===== src/rtl/fpu_pkg.sv =====
// Shared FP32 constants, sequencer state encoding and small sign helpers
// used by the Newton-Raphson divide sequencer.
package fpu_pkg;

    localparam logic [31:0] FP_QNAN    = 32'h7FC0_0000;
    localparam logic [31:0] FP_POS_INF = 32'h7F80_0000;
    localparam logic [31:0] FP_ONE     = 32'h3F80_0000;
    localparam logic [31:0] FP_TWO     = 32'h4000_0000;
    localparam logic [31:0] NR_C0      = 32'h4034_B4B5;  // 48/17
    localparam logic [31:0] NR_C1      = 32'h3FF0_F0F1;  // 32/17

    typedef enum logic [3:0] {
        S_IDLE,
        S_CHECK,
        S_SEED_MUL,
        S_SEED_ADD,
        S_IT_MUL_DX,
        S_IT_ADD,
        S_IT_MUL_XE,
        S_SCALE,
        S_FINAL_MUL,
        S_DONE
    } nr_state_t;

    function automatic logic [31:0] fp_neg(input logic [31:0] v);
        return {~v[31], v[30:0]};
    endfunction

    function automatic logic [31:0] fp_inf(input logic s);
        return {s, FP_POS_INF[30:0]};
    endfunction

    function automatic logic [31:0] fp_zero(input logic s);
        return {s, 31'b0};
    endfunction

endpackage


===== src/rtl/fp_classify.sv =====
// Combinational FP32 operand classifier; the sign bit plays no part, so only
// the magnitude field is taken.
module fp_classify (
    input  logic [30:0] mag,
    output logic        is_zero,
    output logic        is_inf,
    output logic        is_nan,
    output logic        is_sub
);

    logic exp_max;
    logic exp_min;
    logic man_zero;

    always_comb begin
        exp_max  = (mag[30:23] == 8'hFF);
        exp_min  = (mag[30:23] == 8'h00);
        man_zero = (mag[22:0] == 23'd0);
        is_zero  = exp_min && man_zero;
        is_sub   = exp_min && !man_zero;
        is_inf   = exp_max && man_zero;
        is_nan   = exp_max && !man_zero;
    end

endmodule


===== src/rtl/fdiv_nr_seq.sv =====
// Newton-Raphson FP32 divide / reciprocal sequencer. Drives a shared
// multiplier and adder through start/done handshakes; holds no arithmetic.
module fdiv_nr_seq
    import fpu_pkg::*;
#(
    parameter int NR_ITERS = 3
) (
    input  logic        clk,
    input  logic        rst,
    input  logic        start,
    input  logic        op_recip,
    input  logic [31:0] n1,
    input  logic [31:0] n2,
    output logic [31:0] result,
    output logic        done,
    output logic        busy,
    output logic        dz_flag,
    output logic        nv_flag,
    output logic        mul_start,
    output logic [31:0] mul_a,
    output logic [31:0] mul_b,
    input  logic        mul_done,
    input  logic [31:0] mul_result,
    output logic        add_start,
    output logic [31:0] add_a,
    output logic [31:0] add_b,
    input  logic        add_done,
    input  logic [31:0] add_result
);

    localparam int CW = (NR_ITERS > 0) ? $clog2(NR_ITERS + 1) : 1;
    localparam logic [CW-1:0] ITERS = CW'(NR_ITERS);

    nr_state_t      state;
    logic [CW-1:0]  cnt;
    logic [31:0]    n1_q;
    logic [31:0]    n2_q;
    logic           recip_q;
    logic [31:0]    x_q;

    logic [31:0]    d_val;
    logic           res_sign;

    logic           a_zero, a_inf, a_nan, a_sub;
    logic           b_zero, a_zf, b_inf, b_nan, b_sub, b_zf;

    logic           spc_hit;
    logic [31:0]    spc_val;
    logic           spc_dz;
    logic           spc_nv;

    logic signed [9:0] sc_exp;
    logic [31:0]       sc_val;

    // Reciprocal mode classifies n1 as +1.0 so the special rules are shared.
    fp_classify u_cls_a (
        .mag     (recip_q ? FP_ONE[30:0] : n1_q[30:0]),
        .is_zero (a_zero),
        .is_inf  (a_inf),
        .is_nan  (a_nan),
        .is_sub  (a_sub)
    );

    fp_classify u_cls_b (
        .mag     (n2_q[30:0]),
        .is_zero (b_zero),
        .is_inf  (b_inf),
        .is_nan  (b_nan),
        .is_sub  (b_sub)
    );

    always_comb begin
        d_val    = {1'b0, 8'd126, n2_q[22:0]};
        res_sign = recip_q ? n2_q[31] : (n1_q[31] ^ n2_q[31]);
        a_zf     = a_zero || a_sub;
        b_zf     = b_zero || b_sub;
    end

    always_comb begin
        spc_hit = 1'b1;
        spc_val = '0;
        spc_dz  = 1'b0;
        spc_nv  = 1'b0;
        if (a_nan || b_nan) begin
            spc_val = FP_QNAN;
        end else if ((a_zf && b_zf) || (a_inf && b_inf)) begin
            spc_val = FP_QNAN;
            spc_nv  = 1'b1;
        end else if (b_zf) begin
            spc_val = fp_inf(res_sign);
            spc_dz  = 1'b1;
        end else if (a_inf) begin
            spc_val = fp_inf(res_sign);
        end else if (a_zf || b_inf) begin
            spc_val = fp_zero(res_sign);
        end else begin
            spc_hit = 1'b0;
        end
    end

    // x approximates 1/D with D in [0.5,1); rebias by n2's exponent.
    always_comb begin
        sc_exp = $signed({2'b00, x_q[30:23]}) + 10'sd126
               - $signed({2'b00, n2_q[30:23]});
        if (sc_exp <= 10'sd0) begin
            sc_val = fp_zero(res_sign);
        end else if (sc_exp >= 10'sd255) begin
            sc_val = fp_inf(res_sign);
        end else begin
            sc_val = {res_sign, sc_exp[7:0], x_q[22:0]};
        end
    end

    always_ff @(posedge clk) begin
        if (rst) begin
            state     <= S_IDLE;
            cnt       <= '0;
            n1_q      <= '0;
            n2_q      <= '0;
            recip_q   <= 1'b0;
            x_q       <= '0;
            result    <= '0;
            done      <= 1'b0;
            busy      <= 1'b0;
            dz_flag   <= 1'b0;
            nv_flag   <= 1'b0;
            mul_start <= 1'b0;
            mul_a     <= '0;
            mul_b     <= '0;
            add_start <= 1'b0;
            add_a     <= '0;
            add_b     <= '0;
        end else begin
            mul_start <= 1'b0;
            add_start <= 1'b0;
            done      <= 1'b0;
            case (state)
                S_IDLE: begin
                    if (start) begin
                        n1_q    <= n1;
                        n2_q    <= n2;
                        recip_q <= op_recip;
                        cnt     <= '0;
                        busy    <= 1'b1;
                        state   <= S_CHECK;
                    end
                end
                S_CHECK: begin
                    if (spc_hit) begin
                        result  <= spc_val;
                        dz_flag <= spc_dz;
                        nv_flag <= spc_nv;
                        done    <= 1'b1;
                        state   <= S_DONE;
                    end else begin
                        mul_start <= 1'b1;
                        mul_a     <= d_val;
                        mul_b     <= NR_C1;
                        state     <= S_SEED_MUL;
                    end
                end
                S_SEED_MUL: begin
                    if (mul_done) begin
                        add_start <= 1'b1;
                        add_a     <= NR_C0;
                        add_b     <= fp_neg(mul_result);
                        state     <= S_SEED_ADD;
                    end
                end
                S_SEED_ADD: begin
                    if (add_done) begin
                        x_q <= add_result;
                        if (cnt < ITERS) begin
                            mul_start <= 1'b1;
                            mul_a     <= d_val;
                            mul_b     <= add_result;
                            state     <= S_IT_MUL_DX;
                        end else begin
                            state <= S_SCALE;
                        end
                    end
                end
                S_IT_MUL_DX: begin
                    if (mul_done) begin
                        add_start <= 1'b1;
                        add_a     <= FP_TWO;
                        add_b     <= fp_neg(mul_result);
                        state     <= S_IT_ADD;
                    end
                end
                S_IT_ADD: begin
                    if (add_done) begin
                        mul_start <= 1'b1;
                        mul_a     <= x_q;
                        mul_b     <= add_result;
                        state     <= S_IT_MUL_XE;
                    end
                end
                S_IT_MUL_XE: begin
                    if (mul_done) begin
                        x_q <= mul_result;
                        cnt <= cnt + 1'b1;
                        if ((cnt + 1'b1) < ITERS) begin
                            mul_start <= 1'b1;
                            mul_a     <= d_val;
                            mul_b     <= mul_result;
                            state     <= S_IT_MUL_DX;
                        end else begin
                            state <= S_SCALE;
                        end
                    end
                end
                S_SCALE: begin
                    if (recip_q) begin
                        result  <= sc_val;
                        dz_flag <= 1'b0;
                        nv_flag <= 1'b0;
                        done    <= 1'b1;
                        state   <= S_DONE;
                    end else begin
                        mul_start <= 1'b1;
                        mul_a     <= {1'b0, n1_q[30:0]};
                        mul_b     <= sc_val;
                        state     <= S_FINAL_MUL;
                    end
                end
                S_FINAL_MUL: begin
                    if (mul_done) begin
                        result  <= {res_sign, mul_result[30:0]};
                        dz_flag <= 1'b0;
                        nv_flag <= 1'b0;
                        done    <= 1'b1;
                        state   <= S_DONE;
                    end
                end
                S_DONE: begin
                    busy  <= 1'b0;
                    state <= S_IDLE;
                end
                default: state <= S_IDLE;
            endcase
        end
    end

endmodule


===== config.mk =====
export PLATFORM = sky130hd
export DESIGN_NAME = fdiv_nr_seq
export DESIGN_NICKNAME = d
export VERILOG_FILES = /design/src/rtl/fpu_pkg.sv /design/src/rtl/fp_classify.sv /design/src/rtl/fdiv_nr_seq.sv
export SDC_FILE = /design/constraint.sdc
export NUM_CORES = 1
export LEC_CHECK = 0
export CAP_MARGIN = 30
export CORE_ASPECT_RATIO = 0.9
export CORE_MARGIN = 10
export CORE_UTILIZATION = 23
export DETAILED_ROUTE_END_ITERATION = 10
export SLEW_MARGIN = 20
export SYNTH_ARGS = -nofsm -noshare
export SYNTH_HDL_FRONTEND = slang
export SYNTH_SLANG_ARGS = --single-unit

===== constraint.sdc =====
create_clock -name clk -period 3.2 [get_ports clk]
set_input_delay 0.64 -clock clk [delete_from_list [all_inputs] [get_ports clk]]
set_output_delay 0.64 -clock clk [all_outputs]
set_load 0.03 [all_outputs]

==> results of run 1 <==
-- power by group through the flow --
stage               logic, mW  registers, mW  clock network, mW
finish                   5.79           4.01               3.35
global placement         5.22           4.04                  0
detailed placement       5.30           4.06                  0
floorplan                2.82           4.53                  0
CTS                      5.54           4.00               3.45
global route             6.31           4.08               3.55
-- through the flow --
| step | utilization, % | total power, mW | setup TNS (ns) | setup WS, ns | cells |
|---|---|---|---|---|---|
| final | 34.1 | 13.1 | -0.0164 | -0.0103 | 2269 |
| after global routing | 34.1 | 13.9 | -2.06 | -0.123 | 2266 |
| after CTS | 33.4 | 13.0 | -0.0310 | -0.0310 | 2257 |
| after detailed placement | 30.7 | 9.36 | -1.75 | -0.106 | 2196 |
| after global placement | 30.7 | 9.27 | -1.41 | -0.0792 | 2195 |
| after floorplan | - | 7.34 | 0 | 0.0965 | 1392 |
-- routing by layer --
layer	GRT usage (%)	up-vias	wire length, µm
met3	4.97	73	4320
met5	0	-	0
met1	21.6	5430	21800
met2	23.9	500	20700
li1	-	5362	-
met4	3.57	0	1110
-- registers in the layout, indices dropped and copies added (netlist names) --
name,cells
add_a,2
add_b,32
add_start,1
busy,1
cnt,2
done,1
dz_flag,1
mul_a,32
mul_b,32
mul_start,1
n1_q,32
n2_q,32
nv_flag,1
recip_q,1
result,32
state,4
x_q,32
-- synthesized netlist by cell type (29+ instances only) --
master	n
a221oi_1	29
clkbuf_1	86
inv_1	29
o21ai_0	31
nand2_1	331
a21oi_1	133
dfxtp_1	239
a311oi_1	55
buf_4	33
a22oi_1	29
nor2_1	137
a211oi_1	30
-- critical path, delay by kind of cell, from the launching register on --
family / cells / cell delay [ns]
AO/OA/AOI/OAI: 4 / 1.05
buffers and inverters: 6 / 0.71
AND/OR/NAND/NOR: 3 / 0.54
adder cells (fa/ha/maj): 2 / 0.49
flip-flops: 1 / 0.33
-- worst paths after layout --
check / cells after the start / from / to
worst max-delay path: 15 / x_q[25] / result[0]
worst min-delay path: 2 / add_b[12] / add_b[12]
worst max register to register: 15 / x_q[25] / result[0]
worst min register to register: 2 / add_b[12] / add_b[12]
-- layout by cell type, fill, tap and decap left out, types with 6 or more instances in the layout --
master	instances
nand2b_1	10
a221oi_1	21
nor4_1	13
a222oi_1	11
nand4_1	8
a311oi_1	55
o21ai_1	9
dfxtp_1	234
a211oi_1	21
inv_1	25
clkbuf_16	29
ha_4	6
a21oi_1	131
nand2_4	8
a311oi_2	12
a211oi_2	9
o21ai_0	24
buf_4	55
clkdlybuf4s50_1	279
nor3_1	20
o221ai_1	6
ha_1	10
nor2_1	134
a221oi_2	9
a22oi_1	29
nand2_1	320
conb_1	19
nor2b_1	7
-- cell families after synthesis --
family | after synthesis | share of synthesized area (%)
and+or+nand+nor | 576 | 22.8
AOI/OAI and AO/OA | 366 | 23.7
DFF | 239 | 43.5
buffers and inverters | 169 | 7.27
adders and majority gates | 19 | 2.30
xor gates and xnor gates | 4 | 0.319
other | 1 | 0.0341
-- layout make-up --
type	count	area (µm²)	area share, %
diodes	3	7.51	0.0470
clock buffers	38	800	5.00
clock inverters	12	154	0.963
inverters	29	109	0.681
multi-input cells	984	5900	36.9
flip-flops and latches	239	4790	30.0
well taps	616	771	4.82
repair buffers	348	3460	21.6
-- repair_timing --
action	in CTS	in global routing
buffers inserted	8	9
gates cloned	3	0
pin swaps	18	39
gates resized for setup	34	59
setup endpoints to repair	33	59
==> results.sh, run 1 <==
export IMPL_status="finished, violations left"
export IMPL_violations="setup timing"
export IMPL_worstSetupStartpointType="flip-flop"
export IMPL_ys_flop_type="dfxtp_1"
export IMPL_grt_pass1_wl_um=70700
export IMPL_layout_nets=1784
export IMPL_synth_edf_count=0
export IMPL_worst_slack_ns=-0.0103
export IMPL_drtAntennaViolNets=0
export IMPL_die_area_um2=57000
export IMPL_antenna_found_initial=1
export IMPL_core_area_um2=46900
export IMPL_crit_chain="inv_2 > ha_4 > inv_2 > ha_4 > a211o_1 > buf_6 > a2111oi_4 > a311oi_4 > nor4b_4 > nor4_4 > buf_6 > buf_16 > buf_12 > nand2_2 > a311oi_2"
export IMPL_synth_area_leader_cell="dfxtp_1"
export IMPL_setup_viol=3
export IMPL_place_area_um2=14400
export IMPL_skew_ns=0.0282
export IMPL_ff2ff_setup_slack_ns=-0.01
export IMPL_synth_seq_cells=239
export IMPL_ys_types=67
export IMPL_drive_gt1_share_pct=12.8
export IMPL_initial_core_util_pct=23.4
export IMPL_die_x_um=250
export IMPL_crit_arrival_ns=3.69
export IMPL_track_usage_pct=15.8
export IMPL_syn_area_per_cell_um2=8.00
export IMPL_p_leak_nw=5.53
export IMPL_crit_type="reg2reg"
export IMPL_hpwl_um=35200
export IMPL_gp_congestion=0.901
export IMPL_ios=300
export IMPL_hp_class="reg2reg"
export IMPL_grt_pass1_vias=10900
export IMPL_crit_fanout=8
export IMPL_syn_to_final_growth_pct=45.4
export IMPL_htree_levels=1
export IMPL_worst_pin_slew_ns=0.773
export IMPL_fin_crit_ns=3.21
export IMPL_cts_root_buf="clkbuf_16"
export IMPL_max_cap_violations=0
export IMPL_final_area_um2=16000
export IMPL_slowest_stage="a2111oi_4"
export IMPL_pwr_share_comb_pct=44.1
export IMPL_ir_drop_uv=379
export IMPL_whs_ns=0.453
export IMPL_p_switching_mw=5.27
export IMPL_max_clock_freq_mhz=311
export IMPL_synth_async_sr_flop_share_pct=0
export IMPL_endpoint_kind="flip-flop"
export IMPL_drtPass1Iterations=5
export IMPL_crit_required_ns=3.68
export IMPL_dieHeight_um=227
export IMPL_dr_total_vias=11400
export IMPL_grt_overflow=0
export IMPL_internal_power_mw=7.87
export IMPL_clkLatencyLatePin_ns=0.57
export IMPL_rsz0062_at_grt="true"
export IMPL_drc=0
export IMPL_ys_warn_count=0
export IMPL_fin_crit_sh_pct=100
export IMPL_seqPwrFrac_pct=30.5
export IMPL_cts_hold_buf=0
export IMPL_netlist_instances=1374
export IMPL_via_per_inst=5.01
export IMPL_clk_path_buf_depth=3
export IMPL_drt_total_wl_um=48000
export IMPL_ys_seq_area_share_pct=43.5
export IMPL_synthDominantCellAreaShare_pct=43.5
export IMPL_power_per_cell_area_nw_per_um2=822
export IMPL_clock_sinks=239
export IMPL_clk_pin_slew_ns=0.06
export IMPL_io_buffer_count=280
export IMPL_cts_buffers=29
export IMPL_first_iter_violations=1066
export IMPL_synthTopCellsByArea="dfxtp_1 44%, nand2_1 11%, a21oi_1 6.1%"
export IMPL_slew_limit_headroom_pct=47.8
export IMPL_fillCellCount=4860
export IMPL_rows=75
export IMPL_hold_viol_final=0
export IMPL_routed_wire_length_per_instance_um=21.2
export IMPL_cts_tree="done"
export IMPL_grt_max_degree=93
export IMPL_critPathMaxStageDelay_ns=0.41
export IMPL_swShare_pct=40.1
export IMPL_synth_cell_area_um2=11000
export IMPL_slew_viol_final=0
export IMPL_clockPowerShare_pct=25.5
Power figures use the tool's default switching activity.
==> run 2, diff against run 1 <==
Settings changed: MAX_ROUTING_LAYER from default to met4.
==> results.sh, run 2 (synthesized netlist as in run 1, its figures left out) <==
export IMPL_drc=0
export IMPL_hpwl_um=35100
export IMPL_grt_pass1_vias=10800
export IMPL_hold_viol_final=0
export IMPL_cts_tree="done"
export IMPL_skew_ns=0.0108
export IMPL_fillCellCount=4900
export IMPL_grt_overflow=0
export IMPL_rsz0062_at_grt="true"
export IMPL_crit_arrival_ns=3.61
export IMPL_via_per_inst=4.94
export IMPL_gp_congestion=0.893
export IMPL_grt_pass1_wl_um=69800
export IMPL_grt_max_degree=90
export IMPL_crit_chain="inv_2 > ha_4 > inv_2 > ha_4 > buf_6 > a211o_4 > and2_4 > or4_4 > nor4b_4 > nor4_4 > buf_6 > buf_16 > a222oi_1 > o21ai_1"
export IMPL_critPathMaxStageDelay_ns=0.52
export IMPL_slowest_stage="or4_4"
export IMPL_clock_sinks=239
export IMPL_max_cap_violations=0
export IMPL_antenna_found_initial=1
export IMPL_whs_ns=0.451
export IMPL_final_cell_mix="319 x nand2_1, 279 x clkdlybuf4s50_1, 233 x dfxtp_1"
export IMPL_placedCellCount=2194
export IMPL_first_iter_violations=945
export IMPL_dieHeight_um=227
export IMPL_crit_buf_inv=5
export IMPL_hp_class="reg2reg"
export IMPL_core_area_um2=46900
export IMPL_cts_root_buf="clkbuf_16"
export IMPL_slew_viol_final=0
export IMPL_drtPass1Iterations=6
export IMPL_drtAntennaViolNets=0
export IMPL_clkLatencyLatePin_ns=0.56
export IMPL_ir_drop_uv=393
export IMPL_io_buffer_count=280
export IMPL_status="finished clean"
export IMPL_cts_hold_buf=0
export IMPL_layout_nets=1775
export IMPL_die_x_um=250
export IMPL_clk_pin_slew_ns=0.06
export IMPL_whs_path_depth=2
export IMPL_track_usage_pct=16.1
export IMPL_cp_depth=14
export IMPL_crit_type="reg2reg"
export IMPL_slew_limit_headroom_pct=46.4
export IMPL_worst_pin_slew_ns=0.805
export IMPL_fin_crit_ns=3.17
export IMPL_critical_path_top_delay_family="simple AND/OR/NAND/NOR gates"
export IMPL_r2r_cells=14
export IMPL_drive_gt1_share_pct=12.3
export IMPL_fin_crit_sh_pct=99.2
export IMPL_setup_viol=0
export IMPL_endpoint_kind="flip-flop"
export IMPL_ios=300
export IMPL_worstSetupStartpointType="flip-flop"
export IMPL_rows=75
export IMPL_max_clock_freq_mhz=315
export IMPL_layout_commonest_cell="nand2_1"
export IMPL_p_leak_nw=5.38
export IMPL_fin_cells=2257
export IMPL_htree_levels=1
export IMPL_die_area_um2=57000
export IMPL_dr_total_vias=11100
export IMPL_routed_wire_length_per_instance_um=21.1
export IMPL_syn_to_final_growth_pct=44.3
export IMPL_crit_required_ns=3.63
export IMPL_power_per_cell_area_nw_per_um2=817
export IMPL_cts_buffers=28
export IMPL_clk_path_buf_depth=3
export IMPL_initial_core_util_pct=23.4
export IMPL_drt_total_wl_um=47600
export IMPL_crit_fanout=6
==> run 2: cell count changes in the layout (fill, tap and decap cells not counted), sizes merged <==
cell,previous run,this run
bufinv,3,2
inv,30,29
buf,69,61
clkinv,5,3
diode,3,1
clkbuf,38,40
==> run 2: worst paths after layout <==
check,from,to,slack (ns)
worst max-delay path,x_q[24],mul_b[9],0.03
worst min-delay path,mul_b[18],mul_b[18],0.45
worst max register to register,x_q[24],mul_b[9],0.03
worst min register to register,mul_b[18],mul_b[18],0.45
==> run 2: what timing repair did <==
action,4_1_cts,5_1_grt
endpoints found under the hold margin,0,0
setup buffers,5,8
resized for setup,46,41
pin swaps,29,22
gates cloned,2,0
setup endpoints to repair,47,49
==> run 2: worst register-to-register path, cell delays in order (launching register included) <==
cell and delay [ns]:
dfxtp_2 0.33, inv_2 0.04, ha_4 0.25, inv_2 0.03, ha_4 0.16, buf_6 0.11, a211o_4 0.35, and2_4 0.19
or4_4 0.53, nor4b_4 0.32, nor4_4 0.08, buf_6 0.16, buf_16 0.15, a222oi_1 0.26, o21ai_1 0.09
==> run 2: power breakdown <==
part | total, mW | leakage (nW) | switching [mW] | internal, mW
combinational | 5.72 | 3.00 | 3.44 | 2.28
clock | 3.23 | 0.441 | 1.32 | 1.92
sequential | 4.01 | 1.95 | 0.458 | 3.55
==> run 2: per-layer routing <==
metal  track usage (%)  wire length [µm]
met1              22.0             22400
met2              23.7             20600
met3              3.94              3630
met4              3.15               916
met5                 -                 0
==> run 2: final cells by class <==
class | instances | area (µm²) | share of cell area (%)
sequential | 239 | 4790 | 30.2
inverter | 29 | 109 | 0.686
tap | 616 | 771 | 4.86
multi-input combinational | 984 | 5870 | 37.0
clock inverter | 8 | 97.6 | 0.615
timing repair buffer | 340 | 3410 | 21.5
antenna | 1 | 2.50 | 0.0158
clock buffer | 40 | 817 | 5.15
==> run 2: stage by stage <==
stage	power (mW)	TNS (ns)	util (%)	setup WS, ns	cell area [µm²]
floorplan	7.34	0	-	0.0965	11100
global route	13.7	-1.63	33.8	-0.107	15900
detailed placement	9.36	-4.20	30.7	-0.147	14400
CTS	12.8	-0.0895	33.2	-0.0479	15600
global placement	9.27	-0.745	30.7	-0.0527	14400
finish	13.0	0	33.8	0.0261	15900
==> run 3, diff against run 2 <==
Settings changed: CORE_UTILIZATION 23 to 40, PLACE_DENSITY from default to 0.71.
==> results.sh, run 3 (synthesized netlist as in run 1, its figures left out) <==
export IMPL_status="finished clean"
export IMPL_setup_viol=0
export IMPL_fin_util_pct=57.0
export IMPL_clkLatencyLatePin_ns=0.53
export IMPL_fin_crit_sh_pct=99.6
export IMPL_crit_type="reg2reg"
export IMPL_fillCellCount=2472
export IMPL_grt_max_degree=97
export IMPL_fin_setup_tns_ns=0
export IMPL_antenna_found_initial=3
export IMPL_clk_path_buf_depth=3
export IMPL_initial_core_util_pct=40.7
export IMPL_fin_crit_ns=3.19
export IMPL_internal_power_mw=7.83
export IMPL_htree_levels=1
export IMPL_power_per_cell_area_nw_per_um2=836
export IMPL_worstSetupStartpointType="flip-flop"
export IMPL_crit_chain="inv_2 > ha_4 > inv_2 > ha_4 > buf_4 > a211o_1 > and2_4 > or4_4 > nor4b_4 > nor4_4 > buf_12 > buf_8 > a221oi_4 > nor3_1"
export IMPL_dieHeight_um=177
export IMPL_cts_tree="done"
export IMPL_ir_drop_uv=467
export IMPL_slew_viol_final=0
export IMPL_syn_to_final_growth_pct=40.2
export IMPL_worst_pin_slew_ns=0.779
export IMPL_ios=300
export IMPL_crit_fanout=6
export IMPL_cts_hold_buf=0
export IMPL_io_buffer_count=280
export IMPL_cts_root_buf="clkbuf_16"
export IMPL_layout_nets=1766
export IMPL_slowest_stage="or4_4"
export IMPL_layout_commonest_cell="nand2_1"
export IMPL_die_area_um2=34500
export IMPL_grt_overflow=0
export IMPL_track_usage_pct=23.7
export IMPL_skew_ns=0.0146
export IMPL_rows=57
export IMPL_crit_required_ns=3.59
export IMPL_whs_ns=0.449
export IMPL_crit_buf_inv=5
export IMPL_drt_total_wl_um=42400
export IMPL_via_per_inst=5.67
export IMPL_dr_total_vias=11300
export IMPL_endpoint_kind="flip-flop"
export IMPL_rsz0062_at_grt="true"
export IMPL_slew_limit_headroom_pct=48.0
export IMPL_drtPass1Iterations=6
export IMPL_crit_arrival_ns=3.58
export IMPL_clock_sinks=239
export IMPL_hold_viol_final=0
export IMPL_final_cell_mix="323 x nand2_1, 279 x clkdlybuf4s50_1, 235 x dfxtp_1"
export IMPL_clk_pin_slew_ns=0.06
export IMPL_core_area_um2=27000
export IMPL_p_leak_nw=5.44
export IMPL_drtAntennaViolNets=0
export IMPL_p_switching_mw=5.05
export IMPL_pwr_share_comb_pct=43.6
export IMPL_grt_pass1_vias=10900
export IMPL_die_x_um=195
export IMPL_drc=0
export IMPL_gp_congestion=0.894
export IMPL_swShare_pct=39.2
export IMPL_cts_buffers=26
export IMPL_routed_wire_length_per_instance_um=21.3
export IMPL_seqPwrFrac_pct=31.1
export IMPL_critical_path_top_delay_family="simple AND/OR/NAND/NOR gates"
export IMPL_clockPowerShare_pct=25.4
export IMPL_critPathMaxStageDelay_ns=0.52
export IMPL_hp_class="reg2reg"
export IMPL_grt_pass1_wl_um=64600
export IMPL_max_clock_freq_mhz=314
export IMPL_max_cap_violations=0
export IMPL_hpwl_um=30200
export IMPL_drive_gt1_share_pct=11.0
export IMPL_first_iter_violations=1080
[run 3: cell types whose count changed in the layout (fill, tap and decap cells not counted), moves of 3 or more]
cell      delta
a211oi_1     +8
a211oi_2     -8
buf_4        -4
clkbuf_1     -4
nand2_1      +4
nand2_2     -10
nand2_4      +6
o21ai_0      +3
o21ai_1      -3
[run 3: repair_timing]
item,4_1_cts,5_1_grt
endpoints found under the setup margin,44,46
cloned,2,0
resized for setup,39,33
pin swaps,20,22
buffers inserted,8,7
[run 3: metrics by stage]
stage | power [mW] | instance area, µm² | setup slack, ns | instances
after floorplan | 7.34 | 11100 | 0.0965 | 1392
after global placement | 9.15 | 14000 | -0.00682 | 1923
after detailed placement | 9.24 | 14000 | -0.0941 | 1924
after CTS | 12.7 | 15300 | -0.0789 | 1980
after global routing | 13.6 | 15400 | -0.0891 | 1988
final | 12.9 | 15400 | 0.0120 | 1988
[run 3: cell type report]
class | instances | area, µm² | area share (%)
multi-input cells | 984 | 5810 | 37.7
well taps | 354 | 443 | 2.87
repair buffers | 333 | 3310 | 21.5
diodes | 3 | 7.51 | 0.0487
clock inverters | 10 | 160 | 1.04
flip-flops and latches | 239 | 4790 | 31.1
clock buffers | 36 | 779 | 5.06
inverters | 29 | 109 | 0.706
[run 3: final timing paths]
check	from	end	slack [ns]	depth (start not counted)
max	x_q[24]	result[10]	0.01	14
min	mul_b[16]	mul_b[16]	0.45	2
max reg2reg	x_q[24]	result[10]	0.01	14
min reg2reg	mul_b[16]	mul_b[16]	0.45	2
[run 3: metal layers]
metal | track usage, % | vias to the layer above | routed length, µm
met5 | - | - | 0
met4 | 6.39 | 0 | 851
met2 | 35.1 | 510 | 18600
met1 | 31.9 | 5406 | 19300
met3 | 5.30 | 43 | 3690
li1 | - | 5311 | -
[run 3: power groups by stage]
stage          registers (mW)  clock network [mW]  logic [mW]
2_1_floorplan            4.53                   0        2.82
3_3_place_gp             4.03                   0        5.12
3_5_place_dp             4.05                   0        5.19
4_1_cts                  3.99                3.31        5.40
5_1_grt                  4.06                3.42        6.07
6_report                 4.00                3.27        5.61
[run 3: worst reg2reg max path, stage by stage (launching register included)]
cell,delay [ns]
dfxtp_2,0.35
inv_2,0.05
ha_4,0.26
inv_2,0.04
ha_4,0.15
buf_4,0.12
a211o_1,0.30
and2_4,0.18
or4_4,0.52
nor4b_4,0.33
nor4_4,0.11
buf_12,0.16
buf_8,0.14
a221oi_4,0.27
nor3_1,0.08
